===== src/rtl/vga_fb_arbiter.sv =====
// Frame-buffer RAM arbiter: the VGA scan port owns the RAM during active display,
// and two round-robin writers share it during blanking. Optional macro: FB_ARB_DROP_CNT_EN.
//
// state | meaning
// ------+--------------------------------------------------------------
// SCAN  | active display; RAM address comes from the VGA scan port
// IDLE  | blanking, no eligible writer; RAM address/data hold
// WRITE | blanking; one writer granted and its word presented to RAM
module vga_fb_arbiter #(
  parameter int FB_SIZE = 307200,
  parameter int AW      = 19
) (
  input  logic          iVGA_CLK,
  input  logic          iRST_n,
  input  logic          iBLANK_n,
  input  logic [AW-1:0] iVGA_ADDR,
  output logic [23:0]   oVGA_DATA,
  input  logic          iREQ0,
  input  logic          iREQ1,
  input  logic [AW-1:0] iADDR0,
  input  logic [AW-1:0] iADDR1,
  input  logic [23:0]   iDATA0,
  input  logic [23:0]   iDATA1,
  output logic          oGNT0,
  output logic          oGNT1,
  output logic [AW-1:0] oMEM_ADDR,
  output logic [23:0]   oMEM_WDATA,
  output logic          oMEM_WE,
  input  logic [23:0]   iMEM_RDATA,
  output logic [15:0]   oDROP_CNT
);

  typedef enum logic [1:0] {
    S_IDLE  = 2'd0,
    S_SCAN  = 2'd1,
    S_WRITE = 2'd2
  } state_t;

  localparam logic [AW:0] LP_FB_SIZE = (AW+1)'(FB_SIZE);

  state_t        r_state;
  state_t        w_nxt_state;
  logic          r_ptr;
  logic          r_rst_done;
  logic          r_gnt0;
  logic          r_gnt1;
  logic          r_we;
  logic [AW-1:0] r_mem_addr;
  logic [23:0]   r_mem_wdata;
  logic [23:0]   r_vga_data;

  logic          w_elig0;
  logic          w_elig1;
  logic          w_sel;
  logic [AW-1:0] w_wr_addr;
  logic [23:0]   w_wr_data;
  logic          w_in_range;

  // r_rst_done holds off grants for the first edge after reset release;
  // a writer whose grant is showing now is not eligible again this edge.
  assign w_elig0 = iREQ0 & ~r_gnt0 & r_rst_done;
  assign w_elig1 = iREQ1 & ~r_gnt1 & r_rst_done;

  always_comb begin
    w_nxt_state = S_IDLE;
    w_sel       = 1'b0;
    if (iBLANK_n) begin
      w_nxt_state = S_SCAN;
    end else if (w_elig0 | w_elig1) begin
      w_nxt_state = S_WRITE;
      if (w_elig0 & w_elig1) begin
        w_sel = r_ptr;
      end else begin
        w_sel = w_elig1;
      end
    end
  end

  assign w_wr_addr  = w_sel ? iADDR1 : iADDR0;
  assign w_wr_data  = w_sel ? iDATA1 : iDATA0;
  assign w_in_range = ({1'b0, w_wr_addr} < LP_FB_SIZE);

  always_ff @(posedge iVGA_CLK or negedge iRST_n) begin
    if (!iRST_n) begin
      r_state <= S_IDLE;
    end else begin
      r_state <= w_nxt_state;
    end
  end

  // r_state == S_SCAN doubles as the scan-valid pipeline bit.
  always_ff @(posedge iVGA_CLK or negedge iRST_n) begin
    if (!iRST_n) begin
      r_ptr       <= 1'b0;
      r_rst_done  <= 1'b0;
      r_gnt0      <= 1'b0;
      r_gnt1      <= 1'b0;
      r_we        <= 1'b0;
      r_mem_addr  <= '0;
      r_mem_wdata <= '0;
      r_vga_data  <= '0;
    end else begin
      r_rst_done <= 1'b1;
      r_gnt0     <= 1'b0;
      r_gnt1     <= 1'b0;
      r_we       <= 1'b0;
      r_vga_data <= (r_state == S_SCAN) ? iMEM_RDATA : 24'h0;
      case (w_nxt_state)
        S_SCAN: begin
          r_mem_addr <= iVGA_ADDR;
        end
        S_WRITE: begin
          r_mem_addr  <= w_wr_addr;
          r_mem_wdata <= w_wr_data;
          r_we        <= w_in_range;
          r_gnt0      <= ~w_sel;
          r_gnt1      <= w_sel;
          r_ptr       <= ~w_sel;
        end
        default: begin
        end
      endcase
    end
  end

`ifdef FB_ARB_DROP_CNT_EN
  logic [15:0] r_drop_cnt;
  logic        w_drop;

  assign w_drop = (w_nxt_state == S_WRITE) & ~w_in_range;

  always_ff @(posedge iVGA_CLK or negedge iRST_n) begin
    if (!iRST_n) begin
      r_drop_cnt <= '0;
    end else if (w_drop && (r_drop_cnt != 16'hFFFF)) begin
      r_drop_cnt <= r_drop_cnt + 16'd1;
    end
  end

  assign oDROP_CNT = r_drop_cnt;
`else
  assign oDROP_CNT = 16'h0;
`endif

  assign oGNT0      = r_gnt0;
  assign oGNT1      = r_gnt1;
  assign oMEM_WE    = r_we;
  assign oMEM_ADDR  = r_mem_addr;
  assign oMEM_WDATA = r_mem_wdata;
  assign oVGA_DATA  = r_vga_data;

endmodule


===== config.mk =====
export PLATFORM = sky130hd
export DESIGN_NAME = vga_fb_arbiter
export DESIGN_NICKNAME = d
export VERILOG_FILES = /design/src/rtl/vga_fb_arbiter.sv
export SDC_FILE = /design/constraint.sdc
export NUM_CORES = 1
export LEC_CHECK = 0
export ABC_AREA = 1
export CAP_MARGIN = 30
export CELL_PAD_IN_SITES_DETAIL_PLACEMENT = 0
export CELL_PAD_IN_SITES_GLOBAL_PLACEMENT = 1
export CORE_AREA = 2 2 135 110
export CTS_BUF_LIST = sky130_fd_sc_hd__clkbuf_16
export DETAILED_ROUTE_END_ITERATION = 12
export DIE_AREA = 0 0 137 112
export PLACE_DENSITY = 0.79
export SYNTH_ARGS = -nofsm -noshare
export SYNTH_HDL_FRONTEND = slang
export SYNTH_SLANG_ARGS = --single-unit
export TNS_END_PERCENT = 1

===== constraint.sdc =====
create_clock -name iVGA_CLK -period 1.6 [get_ports iVGA_CLK]
set_input_delay 0.24 -clock iVGA_CLK [delete_from_list [all_inputs] [get_ports iVGA_CLK]]
set_output_delay 0.24 -clock iVGA_CLK [all_outputs]
set_load 0.01 [all_outputs]

==> impl_metrics.yaml, run 1 <==
pwr:
  vdd_drop_max_uv: 586
  leakagePower_uw: 0.00272
  powerDensity_mw_per_mm2: 935
grt:
  grt_pass1_wl_um: 17000
  antenna_found_initial: 0
  grt_usage: 0.142
  grt-ovfl-total: 0
  grt_pass1_vias: 3490
  grt_start_max_net_pins: 43
sta:
  finalMaxSlewViolations: 0
  fin_crit_sh: 0.933
  setup_viol: 0
  rsz0062_at_grt: "true"
  final.setup_skew_ns: 0.00326
  hold_violations: 0
  finalCriticalPeriod_ns: 1.49
  fmax_ghz: 0.670
synth:
  synth.distinct_cells: 29
  yosys_most_used_dff: "dfrtp_1"
  netlist_area_mm2: 0.00344
  ys_seq_elements: 74
  ys_async_sr_fraction: 1.00
  synth_largest_area_cell: "dfrtp_1"
  yosysMostFrequentCell: "dfrtp_1"
  synth-edff-count: 0
  syn_avg_cell_area_um2: 8.94
  syn-instance-count: 385
  ys_top_cells_by_count: "dfrtp_1 (74), nand2_1 (63), nor2_1 (61), o21ai_1 (37), inv_1 (36)"
  ys.warnings.count: 0
  yosys-top-cells-area: "dfrtp_1 (54%), nand2_1 (6.9%), nor2_1 (6.6%), o21ai_1 (5.4%), inv_1 (3.9%)"
  synth_top_area_frac: 0.538
  ys_seq_area_frac: 0.538
placed_design:
  dp_hpwl_um: 8570
  globalplace.congestion: 0.790
  portBuffers: 203
  place_area_mm2: 0.00577
floorplan:
  core-area_mm2: 0.0141
  die-area_mm2: 0.0153
  num_rows: 39
  die_w_um: 137
  ios: 220
  dieHeight_um: 112
  initial_utilization: 0.245
final_layout:
  fillers: 1349
  antenna-diode-count: 0
  drive_gt1_frac: 0.109
  final_area_mm2: 0.00608
  final_nets: 736
  final_util: 0.433
  syn_to_final_growth_pct: 76.6
detailed_routing:
  drt-vias-per-instance: 4.12
  drc: 0
  wl_per_cell_um: 13.8
  drt_wl_total_um: 10900
  postRouteAntennaNets: 0
  dr.first_iter.drc_count: 137
  first_pass_iters: 4
  num_vias: 3257
min_path:
  hold_path.class: "in2async"
clock_network:
  cts_num_sinks: 74
  insertion_delay_ns: 0.32
  cts_buffer_depth: 2
  cts_tree: "done"
  cts_setup_buffers: 0
  htree_num_levels: 3
  numCtsBuffers: 9
  cts_root_buf: "clkbuf_16"
  clkTransAtPathRegs_ns: 0.06
critical_path:
  critical-path-slowest-cell: "clkdlybuf4s50_1"
  endpoint_kind: "output port"
  critPathBufInv: 1
  path_class: "reg2out"
  required_ns: 1.36
  rrSetupSlack_ns: 0.14
  slowest_delay_ns: 0.57
  worstPathArrival_ns: 1.25
  critPathTopFamily: "buffers and inverters"
  worst-path-max-fanout: 2
  critPathLaunchType: "register"
  path_cells: "clkdlybuf4s50_1"
job:
  maxCapViolCount: 0
outcome:
  status: "completed"
-- layout make-up --
class / count / area (um2) / area share
repair buffers: 227 / 2300 / 0.379
flip-flops and latches: 74 / 1850 / 0.305
multi-input cells: 252 / 1250 / 0.206
well taps: 184 / 230 / 0.0379
clock buffers: 9 / 225 / 0.0370
inverters: 38 / 144 / 0.0237
clock inverters: 7 / 76.3 / 0.0126
-- sequential cells by signal (all words and copies together) (netlist names) --
register	flops
r_rst_done	1
oMEM_WE	1
r_state	2
oVGA_DATA	24
oGNT1	1
oGNT0	1
oMEM_ADDR	19
r_ptr	1
oMEM_WDATA	24
-- cell families after synthesis --
kind of cell / synth area share
AND/OR/NAND/NOR: 0.178
AO/OA/AOI/OAI: 0.167
flip-flops: 0.538
buffers and inverters: 0.115
other: 0.00218
-- routing by layer --
layer / part of all wire / vias up / GRT usage
met3: 0.084 / 7 / 0.0483
li1: - / 1637 / -
met4: 0.0061 / 0 / 0.0289
met1: 0.44 / 1478 / 0.174
met5: 0 / - / 0
met2: 0.47 / 135 / 0.244
-- report_power, final --
group          switching, uW  internal, uW  total [uW]
registers                122          2100        2220
logic                    592           857        1450
clock network            802          1220        2020
-- stage by stage --
stage / instances / hold WS [ns] / setup TNS, ns / total power, uW / worst slack, ns
6_report: 791 / 0.424 / 0 / 5690 / 0.107
5_1_grt: 791 / 0.430 / -0.000128 / 6020 / -0.000128
4_1_cts: 791 / 0.416 / 0 / 5780 / 0.0210
3_5_place_dp: 774 / 0.216 / -6.54 / 3710 / -0.193
3_3_place_gp: 774 / 0.211 / -5.70 / 3700 / -0.169
2_1_floorplan: 400 / -0.0556 / 0 / 2760 / 0.142
-- cells in the final DEF (no fill, tap or decap), drive strengths merged --
cell type / synthesis / final
a21oi: 9 / 9
a22oi: 7 / 7
buf: 28 / 24
bufinv: 0 / 1
clkbuf: 8 / 9
clkdlybuf4s50: 0 / 201
clkinv: 1 / 4
clkinvlp: 0 / 1
conb: 2 / 17
dfrtp: 74 / 74
dlygate4sd3: 0 / 1
dlymetal6s2s: 0 / 1
inv: 37 / 39
nand2: 65 / 65
nand3: 9 / 9
nand3b: 1 / 1
nor2: 62 / 62
nor3: 1 / 1
o211ai: 8 / 8
o21ai: 60 / 60
o21bai: 1 / 1
o221ai: 4 / 4
or2: 8 / 8
-- timing repair --
action | CTS | global route
gates resized for setup | 0 | 1
hold buffers | 1 | 0
setup endpoints to repair | 0 | 3
hold endpoints to repair | 32 | 0
-- worst paths after layout --
path	start	to	cells after the start
setup / recovery	oMEM_WDATA[23]$_DFFE_PN0N_	oMEM_WDATA[23]	1
max in group asynchronous	iRST_n	oMEM_ADDR[17]$_DFFE_PN0P_	3
setup reg to reg	oGNT0$_DFF_PN0_	oMEM_WE$_DFF_PN0_	10
hold reg to reg	oMEM_WDATA[2]$_DFFE_PN0N_	oMEM_WDATA[2]$_DFFE_PN0N_	2
hold / removal	iRST_n	oMEM_WDATA[19]$_DFFE_PN0N_	2
min in group iVGA_CLK	iMEM_RDATA[18]	oVGA_DATA[18]$_DFF_PN0_	3
Note: power is estimated with default switching activity, not from simulation.
==> run 2: changes to the inputs <==
- ABC_CLOCK_PERIOD_IN_PS: default -> 1600
- CAP_MARGIN: 30 -> 15
- CTS_CLUSTER_SIZE: default -> 24
==> results of run 2 <==
Same layout as run 1: the final DEF is identical, and so are final timing and power.
